File: src/rtl/cpu_bus_master.sv
// Byte-stream command decoder that acts as the sole master of the CPU register/SRAM bus.
// Handles single write, burst write and read commands and returns ack, error or read-data bytes.
module cpu_bus_master #(
  parameter int unsigned ADR_W    = 18,
  parameter int unsigned READ_LAT = 2,
  parameter int unsigned TIMEOUT  = 1000000
) (
  input  logic             CLK,
  input  logic             RESET,
  input  logic [7:0]       RX_DATA,
  input  logic             RX_VALID,
  output logic             RX_READY,
  output logic [7:0]       TX_DATA,
  output logic             TX_VALID,
  input  logic             TX_READY,
  output logic             CPU_WR,
  output logic             CPU_RD,
  output logic [ADR_W-1:0] CPU_ADR,
  output logic [31:0]      CPU_WDATA,
  input  logic [31:0]      CPU_RDATA,
  output logic             BUSY,
  output logic             ERR
);

  localparam int unsigned   TW       = (TIMEOUT > 1) ? $clog2(TIMEOUT + 1) : 1;
  localparam logic [TW-1:0] TMO_LAST = TW'((TIMEOUT > 0) ? TIMEOUT - 1 : 0);
  localparam logic [3:0]    RD_LAST  = 4'(READ_LAT - 1);
  localparam logic [7:0]    OP_WR    = 8'h57;
  localparam logic [7:0]    OP_BW    = 8'h42;
  localparam logic [7:0]    OP_RD    = 8'h52;
  localparam logic [7:0]    ACK      = 8'h06;
  localparam logic [7:0]    NAK      = 8'hEE;

  typedef enum logic [3:0] {
    IDLE, GET_ADR, GET_CNT, GET_DAT, WR_STB, WR_GAP, RD_WAIT, RD_CAP, SEND, ABORT
  } state_t;

  state_t            state_q, state_d;
  logic [7:0]        op_q, op_d;
  logic [23:0]       sh_q, sh_d;
  logic [1:0]        fcnt_q, fcnt_d;
  logic [15:0]       wcnt_q, wcnt_d;
  logic [TW-1:0]     tmo_q, tmo_d;
  logic [3:0]        rdc_q, rdc_d;
  logic [31:0]       txbuf_q, txbuf_d;
  logic [2:0]        nb_q, nb_d;
  logic [ADR_W-1:0]  adr_d;
  logic [31:0]       wdata_d;
  logic              rx_fire, tx_fire, tmo_hit, known_op;

  assign rx_fire  = RX_VALID & RX_READY;
  assign tx_fire  = TX_VALID & TX_READY;
  assign tmo_hit  = (TIMEOUT != 0) && (tmo_q == TMO_LAST);
  assign known_op = (RX_DATA == OP_WR) || (RX_DATA == OP_BW) || (RX_DATA == OP_RD);

  // State register
  always_ff @(posedge CLK or posedge RESET) begin
    if (RESET) state_q <= IDLE;
    else       state_q <= state_d;
  end

  // Next-state logic
  always_comb begin
    state_d = state_q;
    unique case (state_q)
      IDLE:    if (rx_fire) state_d = known_op ? GET_ADR : ABORT;
      GET_ADR: begin
        if (rx_fire) begin
          if (fcnt_q == 2'd2)
            state_d = (op_q == OP_RD) ? RD_WAIT : ((op_q == OP_BW) ? GET_CNT : GET_DAT);
        end else if (tmo_hit) state_d = ABORT;
      end
      GET_CNT: begin
        if (rx_fire) begin
          if (fcnt_q == 2'd1) state_d = ({sh_q[7:0], RX_DATA} == 16'h0) ? SEND : GET_DAT;
        end else if (tmo_hit) state_d = ABORT;
      end
      GET_DAT: begin
        if (rx_fire) begin
          if (fcnt_q == 2'd3) state_d = WR_STB;
        end else if (tmo_hit) state_d = ABORT;
      end
      WR_STB:  state_d = WR_GAP;
      WR_GAP:  state_d = ((op_q == OP_BW) && (wcnt_q != 16'd1)) ? GET_DAT : SEND;
      RD_WAIT: if (rdc_q == RD_LAST) state_d = RD_CAP;
      RD_CAP:  state_d = SEND;
      SEND:    if (tx_fire && (nb_q == 3'd1)) state_d = IDLE;
      ABORT:   state_d = SEND;
      default: state_d = IDLE;
    endcase
  end

  // Datapath and next values of the registered outputs
  always_comb begin
    op_d    = op_q;
    sh_d    = sh_q;
    fcnt_d  = fcnt_q;
    wcnt_d  = wcnt_q;
    tmo_d   = tmo_q;
    rdc_d   = rdc_q;
    txbuf_d = txbuf_q;
    nb_d    = nb_q;
    adr_d   = CPU_ADR;
    wdata_d = CPU_WDATA;
    unique case (state_q)
      IDLE: if (rx_fire) begin
        op_d   = RX_DATA;
        fcnt_d = 2'd0;
        tmo_d  = '0;
      end
      GET_ADR, GET_CNT, GET_DAT: begin
        if (rx_fire) begin
          sh_d   = {sh_q[15:0], RX_DATA};
          fcnt_d = fcnt_q + 2'd1;
          tmo_d  = '0;
          if (state_q == GET_ADR && fcnt_q == 2'd2) begin
            adr_d  = ADR_W'({sh_q[15:0], RX_DATA});
            fcnt_d = 2'd0;
            rdc_d  = 4'd0;
          end
          if (state_q == GET_CNT && fcnt_q == 2'd1) begin
            wcnt_d  = {sh_q[7:0], RX_DATA};
            fcnt_d  = 2'd0;
            txbuf_d = {ACK, 24'h0};
            nb_d    = 3'd1;
          end
          if (state_q == GET_DAT && fcnt_q == 2'd3) wdata_d = {sh_q[23:0], RX_DATA};
        end else begin
          tmo_d = tmo_q + TW'(1);
        end
      end
      WR_GAP: begin
        if (state_d == GET_DAT) begin
          adr_d  = CPU_ADR + ADR_W'(4);
          wcnt_d = wcnt_q - 16'd1;
          fcnt_d = 2'd0;
          tmo_d  = '0;
        end else begin
          txbuf_d = {ACK, 24'h0};
          nb_d    = 3'd1;
        end
      end
      RD_WAIT: rdc_d = rdc_q + 4'd1;
      RD_CAP: begin
        txbuf_d = CPU_RDATA;
        nb_d    = 3'd4;
      end
      SEND: if (tx_fire) begin
        txbuf_d = {txbuf_q[23:0], 8'h0};
        nb_d    = nb_q - 3'd1;
      end
      ABORT: begin
        txbuf_d = {NAK, 24'h0};
        nb_d    = 3'd1;
      end
      default: ;
    endcase
  end

  // Registered outputs follow the state being entered
  always_ff @(posedge CLK or posedge RESET) begin
    if (RESET) begin
      op_q      <= '0;
      sh_q      <= '0;
      fcnt_q    <= '0;
      wcnt_q    <= '0;
      tmo_q     <= '0;
      rdc_q     <= '0;
      txbuf_q   <= '0;
      nb_q      <= '0;
      RX_READY  <= 1'b0;
      TX_VALID  <= 1'b0;
      TX_DATA   <= '0;
      CPU_WR    <= 1'b0;
      CPU_RD    <= 1'b0;
      CPU_ADR   <= '0;
      CPU_WDATA <= '0;
      BUSY      <= 1'b0;
      ERR       <= 1'b0;
    end else begin
      op_q      <= op_d;
      sh_q      <= sh_d;
      fcnt_q    <= fcnt_d;
      wcnt_q    <= wcnt_d;
      tmo_q     <= tmo_d;
      rdc_q     <= rdc_d;
      txbuf_q   <= txbuf_d;
      nb_q      <= nb_d;
      RX_READY  <= (state_d == IDLE) || (state_d == GET_ADR) ||
                   (state_d == GET_CNT) || (state_d == GET_DAT);
      TX_VALID  <= (state_d == SEND);
      TX_DATA   <= txbuf_d[31:24];
      CPU_WR    <= (state_d == WR_STB);
      CPU_RD    <= (state_d == RD_WAIT);
      CPU_ADR   <= adr_d;
      CPU_WDATA <= wdata_d;
      BUSY      <= (state_d != IDLE);
      ERR       <= (state_d == ABORT);
    end
  end

endmodule

File: config.mk
export PLATFORM = sky130hd
export DESIGN_NAME = cpu_bus_master
export DESIGN_NICKNAME = d
export VERILOG_FILES = /design/src/rtl/cpu_bus_master.sv
export SDC_FILE = /design/constraint.sdc
export NUM_CORES = 1
export LEC_CHECK = 0
export ABC_CLOCK_PERIOD_IN_PS = 9900
export BUFFER_PORTS_ARGS = -buffer_cell sky130_fd_sc_hd__buf_2
export CORE_ASPECT_RATIO = 0.75
export CORE_MARGIN = 5
export CORE_UTILIZATION = 39
export DETAILED_ROUTE_END_ITERATION = 7
export GPL_TIMING_DRIVEN = 0
export SYNTH_ARGS = -nofsm -noshare
export SYNTH_HDL_FRONTEND = slang
export SYNTH_SLANG_ARGS = --single-unit
File: constraint.sdc
create_clock -name CLK -period 9.9 [get_ports CLK]
set_input_delay 0.99 -clock CLK [delete_from_list [all_inputs] [get_ports CLK]]
set_output_delay 0.99 -clock CLK [all_outputs]
set_load 0.005 [all_outputs]
# --- After elaboration in Yosys (flattened, before gate mapping) ---
# Index checks and enable logic that the tools add are counted.
op_classes:
  add_sub_neg: 6
  n_mul: 0
  n_div: 0
  n_lt_le_gt_ge: 0
  eq_ne: 35
  n_shift: 0
  mux: 47
  bitwise_logic: 2
  reduce_logical: 29
ops:
  columns: ["operator", "n"]
  rows:
  - ["$pmux W32 S5", 1]
  - ["$mux W32", 4]
  - ["$mux W20", 3]
  - ["$mux W4", 15]
  - ["$pmux W20 S3", 1]
  - ["$mux W18", 3]
  - ["$mux W16", 3]
  - ["$eq A8 B7 Y1 const B", 5]
  - ["$pmux W18 S2", 1]
  - ["$pmux W4 S9", 1]
  - ["$pmux W16 S2", 1]
  - ["$eq A4 B3 Y1 const B", 6]
  - ["$add A20 B1 Y20 const B", 1]
  - ["$eq A20 B20 Y1 const B", 1]
  - ["$add A18 B3 Y18 const B", 1]
  - ["$eq A4 B2 Y1 const B", 4]
  - ["$eq A4 B4 Y1 const B", 4]
  - ["$logic_not A16 Y1", 1]
  - ["$ne A16 B1 Y1 const B", 1]
  - ["$sub A16 B1 Y16 const B", 1]
  - ["$mux W3", 5]
  - ["$pmux W3 S5", 1]
  - ["$ne A2 B2 Y1 const B", 7]
  - ["$eq A4 B1 Y1 const B", 3]
  - ["other kinds (24)", 45]
word_totals:
  reg_bits: 169
  latch_bits: 0
  ramBits: 0
  rom_bits: 0
  input_bits: 44
  output_inout_bits: 64
  elab_cells: 137
  n_memories: 0

# --- Longest topological paths before layout ---
# Gate-level depths: netlist of the first run.
depth:
  word_depth: 10
  mapped_depth: 10
  ltp_nobuf: 8

# --- Worst setup path after synthesis of the first run ---
# Ideal clock, no wire load.
synth_timing:
  path_kind: "in2reg"
  from: "input RX_VALID"
  to: "register sh_q[0]"
  setup_time_ns: 0.125
  arrival_time_ns: 2.444
  required_time_ns: 9.775
  slack_ns: 7.331
  stages: 6
  n_path_buf: 2
  path_cell_list: "and2_1 clkbuf_1 nand2_1 nor2_1 buf_2 mux2_2"
synth_via:
  elab_chain_len: 2
synth_rtl:
  columns: ["element", "line", "source"]
  rows:
  - ["start: declaration", "11", "input logic RX_VALID,"]
  - ["$and A1 B1 Y1", "51", "assign rx_fire = RX_VALID & RX_READY;"]
  - ["$reduce_and A2 Y1 (no line)", null, null]
  - ["end signal: assignment", "164", "sh_q <= '0;"]
  - ["end signal: assignment", "182", "sh_q <= sh_d;"]
  - ["end: declaration", "40", "logic [23:0] sh_q, sh_d;"]
# Every way passes these cells.
# A chain may end at the register's enable or synchronous reset.

# --- Worst setup path in the final report of the first run ---
layout_timing:
  from: "input RX_VALID"
  to: "register CPU_ADR[2]"
layout_via:
  elab_chain_len: 6
  elab_cells_between_ends: 10
  classes_between: "3 x eq/ne; 5 x mux; 1 x bitwise; 1 x reduce/logical"
layout_rtl:
  columns: ["element", "line", "source"]
  rows:
  - ["$and A1 B1 Y1 (*)", "51", null]
  - ["$mux W4, on equally long branches", null, null]
  - ["$pmux W4 S9", "65", "unique case (state_q)"]
  - ["$eq A4 B2 Y1", "133", "if (state_d == GET_DAT) begin"]
  - ["$ne A2 B2 Y1 (no line)", null, null]
  - ["$reduce_and A4 Y1 (no line) (*)", null, null]
  - ["end signal: assignment", "195", "CPU_ADR <= adr_d;"]
  - ["end: declaration", "18", "output logic [ADR_W-1:0] CPU_ADR,"]
# Mark *: on every way between the ends. The rest lies on a longest branch, timed or not.

==> results of run 1 <==
-- through the flow --
stage | std cells | worst slack, ns | hold slack [ns] | util [%] | total power [mW]
floorplan | 791 | 4.335 | 0.4377 | - | 1.216
global placement | 1179 | 2.108 | 0.4642 | 44.23 | 1.388
detailed placement | 1180 | 6.651 | 0.4689 | 44.40 | 1.399
CTS | 1212 | 7.105 | 0.4786 | 47.35 | 2.072
global route | 1212 | 6.907 | 0.5082 | 47.35 | 2.175
finish | 1212 | 7.067 | 0.4761 | 47.35 | 2.055
-- cell usage after synthesis (9+ instances only) --
master / count
dfrtp_1: 169
o21ai_0: 93
nand2_1: 74
mux2_2: 66
nor2_1: 55
a21oi_1: 45
clkbuf_1: 32
a22oi_1: 26
nand3_1: 19
buf_2: 14
a22o_1: 12
and3_1: 12
inv_1: 12
nor3_1: 11
buf_4: 9
-- flip-flops by register name, summed over array words and instances, names as in the netlist, 2 cells and up --
name and cells:
CPU_ADR 18, CPU_WDATA 32, fcnt_q 2, nb_q 3
op_q 8, rdc_q 4, sh_q 24, state_q 4
tmo_q 20, txbuf_q 32, wcnt_q 16
-- cell type report --
cell class                 instances  area, um^2  share of cell area (%)
timing repair buffer             107       558.0                   5.782
multi-input combinational        553        3591                   37.21
buffer                            56       262.8                   2.723
tap                              282       352.8                   3.656
clock inverter                    15       175.2                   1.815
inverter                          13       56.30                  0.5834
sequential                       169        4229                   43.82
clock buffer                      17       425.4                   4.408
-- per-layer routing --
metal | vias to the layer above | global-route usage (%) | share of wire (%)
met3 | 18 | 4.030 | 6.2
li1 | 3134 | - | -
met2 | 199 | 25.60 | 41
met1 | 3292 | 29.72 | 52
met4 | 0 | 4.424 | 1.1
met5 | - | 0 | 0
-- cells by family after synthesis --
kind of cell / after synthesis / share of synthesized area (%)
AO/OA/AOI/OAI: 228 / 17.11
XOR/XNOR: 8 / 0.8617
adder cells (fa/ha/maj): 8 / 1.231
buffers and inverters: 69 / 3.831
flip-flops: 169 / 52.01
multiplexers: 68 / 9.386
AND/OR/NAND/NOR: 241 / 15.57
-- final timing paths --
path	slack [ns]	startpoint	cells past startpoint	to
max reg2reg	7.22	state_q[3]	8	CPU_ADR[2]
min in group asynchronous	0.55	RESET	2	CPU_WDATA[1]
max	7.07	RX_VALID	9	CPU_ADR[2]
max in group asynchronous	8.43	RESET	3	CPU_WDATA[28]
min reg2reg	0.48	tmo_q[18]	1	tmo_q[18]
min	0.48	tmo_q[18]	1	tmo_q[18]
-- power by group --
group / switching (mW) / internal, mW
clock network: 0.326 / 0.341
registers: 0.102 / 0.793
logic: 0.288 / 0.205
total: 0.717 / 1.34
==> out/metrics.yaml, run 1 <==
clock_tree:
  clk-insertion-delay-late_ns: 0.43
  path_clk_slew_ns: 0.07
  cts-htree-levels: 4
  cts_setup_buffers: 0
  cts_inserted_buffers: 17
  cts_sinks: 169
  cts_resized: 0
  ctsHoldBuffers: 0
  cts_root_buf: "clkbuf_16"
  clockBufferDepth: 2
  cts_tree: "built"
logic_synthesis:
  netlist_instances: 791
  synth_fp_nets: 843
  synth_top_flop_cell: "dfrtp_1"
  yosys_warnings: 0
  syn_area_um2: 8132
  synth_top_area_cell: "dfrtp_1"
  ys_ff_latch: 169
  synth_edf_count: 0
  synth_cell_types: 62
  netlist.area_leader.share_pct: 52.01
  yosysSeqAreaShare_pct: 52.01
  synthArstFlopShare_pct: 100.0
  avgSynthCellArea_um2: 10.28
  synth.area.top_cells: "dfrtp_1 (52%), mux2_2 (9.1%), o21ai_0 (5.7%)"
critical_path:
  cp_slowest_stage_delay_ns: 0.65
  critical_path_class: "input port to flip-flop"
  cp_cell_sequence: "buf_2 > and2_1 > clkbuf_1 > nand2_1 > nor2_1 > a21o_1 > buf_2 > o21ai_0 > mux2i_1"
  critPathSlowestCell: "nor2_1"
  cpLargestDelayFamily: "simple AND/OR/NAND/NOR gates"
  worstPathMaxFanout: 10
  cp.required_ns: 10.25
  path_buf_inv: 3
  worstSetupStartpointType: "input port"
  crit_arrival_ns: 3.19
  path_common_cell: "buf_2"
  worstSetupEndpointType: "flip-flop"
power:
  pwr_density_cell_nw_per_um2: 213.0
  ir_worst_vdd_uv: 85.45
  p_leak_nw: 4.494
detailed_routing:
  routedWlPerCell_um: 18.04
  route.detailed.drc: 0
  first_pass_iters: 5
  routed_wl_um: 21870
  first_iter_violations: 604
  via_per_inst: 5.481
  drtAntennaViolNets: 0
  vias: 6643
grt:
  grt_pass1_wl_um: 35630
  grt_pass1_vias: 6406
  antenna_found_initial: 0
  overflow: 0
  grt_usage_pct: 18.68
  grt_max_degree: 125
placed_design:
  gp_congestion: 0.8686
  place_area_um2: 9050
  post-dp-hpwl_um: 15420
  io_buffers: 106
floorplanning:
  rows: 45
  die_y_um: 135.1
  die_area_um2: 23870
  fp.coreArea_um2: 20380
  start_util_pct: 39.90
  die_width_um: 176.7
  io_pins: 108
job:
  drv_cap: 0
sta:
  rsz0062_at_grt: "false"
  clock_skew_ns: 0.01381
  fin_crit_ns: 2.833
  finalHoldViolCount: 0
  maxSlewViolCount: 0
  tns_ns: 0
  max_slew_margin_pct: 37.86
  setup_viol: 0
  tightestPinTransition_ns: 0.9191
  period_share_pct: 28.62
  fmax_mhz: 353.0
finish:
  fin_area_um2: 9651
  filler_cell_count: 1961
  diodes: 0
  drive_gt1_share_pct: 26.24
  final_common_cell: "dfrtp_1"
  layout_common_cells: "dfrtp_1 (169), buf_2 (120), o21ai_0 (93)"
  finish.net_count: 969
  area_delta_synth_final_pct: 18.68
outcome:
  outcome: "finished, final reports clean"
hold_path:
  hp-class: "flip-flop to flip-flop"
No activity file was read; power rests on OpenSTA's default activity.
==> run 2: changes to the inputs <==
--- a/config.mk
+++ b/config.mk
@@ -5,7 +5,7 @@
 export SDC_FILE = /design/constraint.sdc
 export NUM_CORES = 1
 export LEC_CHECK = 0
-export ABC_CLOCK_PERIOD_IN_PS = 9900
+export ABC_CLOCK_PERIOD_IN_PS = 2700
 export BUFFER_PORTS_ARGS = -buffer_cell sky130_fd_sc_hd__buf_2
 export CORE_ASPECT_RATIO = 0.75
 export CORE_MARGIN = 5
==> constraint.sdc (replaced) <==
create_clock -name CLK -period 2.7 [get_ports CLK]
set_input_delay 0.27 -clock CLK [delete_from_list [all_inputs] [get_ports CLK]]
set_output_delay 0.27 -clock CLK [all_outputs]
set_load 0.005 [all_outputs]
==> out/metrics.yaml, run 2 (same netlist as run 1, synthesis figures left out) <==
power:
  p_leak_nw: 4.551  # +1.3%
  ir_worst_vdd_uv: 446.6  # +420%
  pwr_density_cell_nw_per_um2: 793.5  # +270%
  fin_total_pwr_mw: 7.762  # +280%
clock_tree:
  clockBufferDepth: 2  # unchanged
  cts_root_buf: "clkbuf_16"
  cts_inserted_buffers: 17  # unchanged
  cts_setup_buffers: 0  # unchanged
  clk-insertion-delay-late_ns: 0.44  # about the same
  cts-htree-levels: 4  # unchanged
  cts_sinks: 169  # unchanged
  path_clk_slew_ns: 0.08  # about the same
  cts_tree: "built"
detailed_routing:
  via_per_inst: 5.442  # -0.72%
  drtAntennaViolNets: 0  # unchanged
  route.detailed.drc: 0  # unchanged
  routed_wl_um: 21720  # -0.65%
  vias: 6617  # -0.39%
  routedWlPerCell_um: 17.86  # -0.98%
  first_iter_violations: 614  # +1.7%
  first_pass_iters: 5  # unchanged
finish:
  diodes: 0  # unchanged
  final_common_cell: "dfrtp_1"
  fin_cells: 1216  # +0.33%
  layout_common_cells: "dfrtp_1 (169), buf_2 (120), o21ai_0 (93)"
  area_delta_synth_final_pct: 20.30
  largestRegisters: "CPU_WDATA (32), txbuf_q (32), sh_q (24)"
  utilization_pct: 47.99  # +0.64 points
  fin_area_um2: 9782  # +1.4%
  finish.net_count: 973  # +0.41%
  filler_cell_count: 1988  # +1.4%
  drive_gt1_share_pct: 26.87  # +0.64 points
placed_design:
  place_ws_ns: 0.06769  # -6.584 ns
  io_buffers: 106  # unchanged
  place_area_um2: 9106  # +0.62%
  gp_congestion: 0.8543  # -1.6%
  post-dp-hpwl_um: 15520  # +0.67%
  dp_cells: 1183  # +0.25%
floorplanning:
  start_util_pct: 39.90  # unchanged
  die_width_um: 176.7  # unchanged
  fp.coreArea_um2: 20380  # unchanged
  rows: 45  # unchanged
  die_y_um: 135.1  # unchanged
  io_pins: 108  # unchanged
  die_area_um2: 23870  # unchanged
critical_path:
  cp.required_ns: 3.03  # -7.22 ns
  crit_arrival_ns: 2.83  # -0.36 ns
  worstSetupStartpointType: "flip-flop"
  worstPathMaxFanout: 10  # unchanged
  critical_path_class: "flip-flop to flip-flop"
  worstSetupEndpointType: "flip-flop"
grt:
  grt_max_degree: 42  # -66%
  overflow: 0  # unchanged
  grt_pass1_wl_um: 35270  # -1.0%
  grt_pass1_vias: 6296  # -1.7%
  antenna_found_initial: 0  # unchanged
  grt_usage_pct: 18.60  # -0.086 points
job:
  drv_cap: 0  # unchanged
sta:
  finalHoldViolCount: 0  # unchanged
  fin_crit_ns: 2.499
  tightestPinTransition_ns: 0.9092  # -0.009964 ns
  clock_skew_ns: 0.01466  # +0.0008420 ns
  maxSlewViolCount: 0  # unchanged
  holdWs_ns: 0.05050  # -0.4256 ns
  layout_setup_ws_ns: 0.2011  # -6.866 ns
  fmax_mhz: 400.2
  period_share_pct: 92.55
  max_slew_margin_pct: 38.54  # +0.67 points
  setup_viol: 0  # unchanged
  rsz0062_at_grt: "false"
  tns_ns: 0  # unchanged
hold_path:
  hp-class: "input port to flip-flop"
outcome:
  outcome: "finished, final reports clean"
-- run 2: area by class of cell --
cell class                      count  area [um^2]  area share (%)
Multi-Input combinational cell    553         3606           36.86
Buffer                             56        264.0           2.699
Sequential cell                   169         4229           43.23
Timing Repair Buffer              111        628.1           6.421
Clock inverter                     15        224.0           2.290
Clock buffer                       17        425.4           4.349
Inverter                           13        52.55          0.5372
Tap cell                          282        352.8           3.607
-- run 2: critical path: stages (launching register included) --
cell and delay [ns]:
dfrtp_1 0.34, clkbuf_1 0.34, clkbuf_1 0.42, nand4_1 0.17, nor2_2 0.40, buf_2 0.35, mux2_2 0.37
-- run 2: timing repair --
action,CTS,global route
endpoints found under the setup margin,0,62
gates resized for setup,0,7
hold buffers,1,0
hold endpoints to repair,29,0
-- run 2: path summary, 6_finish.rpt --
check | start | depth (start not counted) | slack, ns | to
max | state_q[1] | 6 | 0.20 | CPU_WDATA[19]
min | CPU_RDATA[5] | 2 | 0.05 | txbuf_q[5]
max reg2reg | state_q[1] | 6 | 0.20 | CPU_WDATA[19]
min reg2reg | txbuf_q[24] | 2 | 0.48 | txbuf_q[24]
max in group asynchronous | RESET | 5 | 1.24 | sh_q[22]
min in group asynchronous | RESET | 3 | 0.51 | tmo_q[18]
-- run 2: where the power goes --
part / total [mW] / internal, mW / switching [mW] / leakage [nW]
Combinational: 1.84 / 0.764 / 1.07 / 1.97
Clock: 2.64 / 1.44 / 1.20 / 0.316
Sequential: 3.28 / 2.91 / 0.373 / 2.27
Total: 7.76 / 5.11 / 2.65 / 4.55
-- run 2: metal layers --
layer / part of all wire [%] / vias to the layer above / global-route usage [%]
met1: 53 / 3259 / 29.72
li1: - / 3141 / -
met2: 40 / 202 / 24.96
met4: 1.1 / 0 / 5.455
met3: 5.9 / 15 / 3.806
met5: 0 / - / 0
==> run 3: changes to the inputs <==
--- a/config.mk
+++ b/config.mk
@@ -5,7 +5,7 @@
 export SDC_FILE = /design/constraint.sdc
 export NUM_CORES = 1
 export LEC_CHECK = 0
-export ABC_CLOCK_PERIOD_IN_PS = 2700
+export ABC_CLOCK_PERIOD_IN_PS = 2350
 export BUFFER_PORTS_ARGS = -buffer_cell sky130_fd_sc_hd__buf_2
 export CORE_ASPECT_RATIO = 0.75
 export CORE_MARGIN = 5
==> constraint.sdc (replaced) <==
create_clock -name CLK -period 2.35 [get_ports CLK]
set_input_delay 0.235 -clock CLK [delete_from_list [all_inputs] [get_ports CLK]]
set_output_delay 0.235 -clock CLK [all_outputs]
set_load 0.005 [all_outputs]
==> out/metrics.yaml, run 3 (same netlist as run 1, synthesis figures left out) <==
outcome:
  outcome: "finished, final reports clean"
power:
  fin_total_pwr_mw: 9.030  # +16%
  clkPwrFrac_pct: 33.7  # -0.3 points
  seqPwrFrac_pct: 42.1  # -0.2 points
  combPwrFrac_pct: 24.2  # +0.5 points
  pwr_density_cell_nw_per_um2: 904.8  # +14%
  switching_share_pct: 34.30  # +0.16 points
  p_int_mw: 5.933  # +16%
  p_sw_mw: 3.097  # +17%
  p_leak_nw: 4.651  # +2.2%
  ir_worst_vdd_uv: 512.6  # +15%
job:
  drv_cap: 0  # unchanged
clock_tree:
  cts_inserted_buffers: 17  # unchanged
  clockBufferDepth: 2  # unchanged
  clk-insertion-delay-late_ns: 0.44  # about the same
  cts_root_buf: "clkbuf_16"
  cts-htree-levels: 4  # unchanged
  cts_tree: "built"
  cts_sinks: 169  # unchanged
  path_clk_slew_ns: 0.08  # about the same
finish:
  diodes: 0  # unchanged
  largestRegisters: "CPU_WDATA (32), txbuf_q (32), sh_q (24)"
  fin_area_um2: 9980  # +2.0%
  area_delta_synth_final_pct: 22.73
  drive_gt1_share_pct: 30.88  # +4.0 points
  final_common_cell: "dfrtp_1"
  layout_common_cells: "dfrtp_1 (167), buf_2 (116), o21ai_0 (93)"
  finish.net_count: 978  # +0.51%
critical_path:
  worstSetupStartpointType: "flip-flop"
  cpLargestDelayFamily: "simple AND/OR/NAND/NOR gates"
  critical_path_class: "flip-flop to flip-flop"
  cp.required_ns: 2.68  # -0.35 ns
  crit_arrival_ns: 2.64  # -0.19 ns
  cp_cell_sequence: "nor4b_4 > nand2_1 > or4_4 > and3b_2 > nor4_4 > inv_2 > and2_4"
  worstSetupEndpointType: "flip-flop"
  worstPathMaxFanout: 3  # -7
  path_buf_inv: 1  # -2
  critPathSlowestCell: "or4_4"
  rrSetupSlack_ns: 0.04  # -0.17 ns
  cp_slowest_stage_delay_ns: 0.43  # about the same
floorplanning:
  start_util_pct: 39.90  # unchanged
  io_pins: 108  # unchanged
  rows: 45  # unchanged
  die_area_um2: 23870  # unchanged
  die_y_um: 135.1  # unchanged
  die_width_um: 176.7  # unchanged
  fp.coreArea_um2: 20380  # unchanged
grt:
  grt_pass1_wl_um: 35290  # about the same
  overflow: 0  # unchanged
  grt_pass1_vias: 6322  # +0.41%
  grt_usage_pct: 18.63  # +0.036 points
  grt_max_degree: 42  # unchanged
  antenna_found_initial: 0  # unchanged
placed_design:
  place_area_um2: 9106  # unchanged
  place_ws_ns: -0.2823  # -0.3500 ns
  gp_congestion: 0.8543  # unchanged
  io_buffers: 106  # unchanged
  post-dp-hpwl_um: 15520  # unchanged
sta:
  finalHoldViolCount: 0  # unchanged
  maxSlewViolCount: 0  # unchanged
  fin_crit_ns: 2.315  # -0.1843 ns
  tightestPinTransition_ns: 0.7629  # -0.1462 ns
  max_slew_margin_pct: 49.03  # +10 points
  period_share_pct: 98.50  # +5.9 points
  rsz0062_at_grt: "true"
  setup_viol: 0  # unchanged
  fmax_mhz: 432.0  # +8.0%
  clock_skew_ns: 0.01617  # +0.001512 ns
  layout_setup_ws_ns: 0.03533  # -0.1657 ns
  tns_ns: 0  # unchanged
detailed_routing:
  first_iter_violations: 626  # +2.0%
  routedWlPerCell_um: 17.86  # about the same
  first_pass_iters: 6  # +1
  routed_wl_um: 21800  # +0.37%
  drtAntennaViolNets: 0  # unchanged
  via_per_inst: 5.469  # +0.51%
  route.detailed.drc: 0  # unchanged
  vias: 6678  # +0.92%
hold_path:
  hp-class: "input port to flip-flop"
==> run 3: cell count changes in the layout (fill, tap and decap cells not counted), moves of 4 or more <==
cell      before  now
buf_2        120  116
buf_4          9   19
clkbuf_1      30   14
clkbuf_2       2   15
==> run 3: cell type report <==
class	instances	area, um^2
fill	1968	10400
inverter	13	52.55
multi-input combinational	553	3722
timing repair buffer	119	688.2
sequential	169	4232
buffer	53	282.8
clock inverter	15	224.0
clock buffer	17	425.4
tap	282	352.8
==> run 3: through the flow <==
| step | hold slack, ns | cells | utilization, % |
|---|---|---|---|
| final | 0.01349 | 1221 | 48.96 |
| after detailed placement | 0.4053 | 1183 | 44.68 |
| after global routing | 0.003891 | 1221 | 48.96 |
| after CTS | 0.0005869 | 1216 | 48.08 |
| after floorplan | 0.3749 | 791 | - |
| after global placement | 0.4588 | 1179 | 44.25 |
==> run 3: routing by layer <==
layer / global-route usage [%] / vias to the layer above / routed length (um)
li1: - / 3159 / -
met1: 29.70 / 3290 / 11390
met2: 25.05 / 205 / 8778
met3: 3.862 / 24 / 1330
met4: 5.498 / 0 / 302
met5: 0 / - / 0
==> run 3: what timing repair did <==
item                                   CTS  global route
cloned                                   0             0
endpoints found under the hold margin   29             0
resized for setup                       13            49
setup endpoints to repair               91           131
pin swaps                                0             9
hold buffers                             1             0
buffers inserted                         0             8
==> run 3: path summary, 6_finish.rpt <==
path	startpoint	to	depth (start not counted)
worst max-delay path	op_q[5]	ERR	7
worst min-delay path	CPU_RDATA[5]	txbuf_q[5]	2
worst max register to register	op_q[5]	ERR	7
worst min register to register	txbuf_q[24]	txbuf_q[24]	2
max in group asynchronous	RESET	state_q[2]	5
min in group asynchronous	RESET	tmo_q[18]	3
==> run 3: power groups by stage <==
stage	Sequential (mW)	Combinational, mW	Clock (mW)
floorplan	3.64	1.49	0
global placement	3.81	2.05	0
detailed placement	3.82	2.10	0
CTS	3.76	2.14	3.11
global route	3.87	2.42	3.23
finish	3.80	2.19	3.04
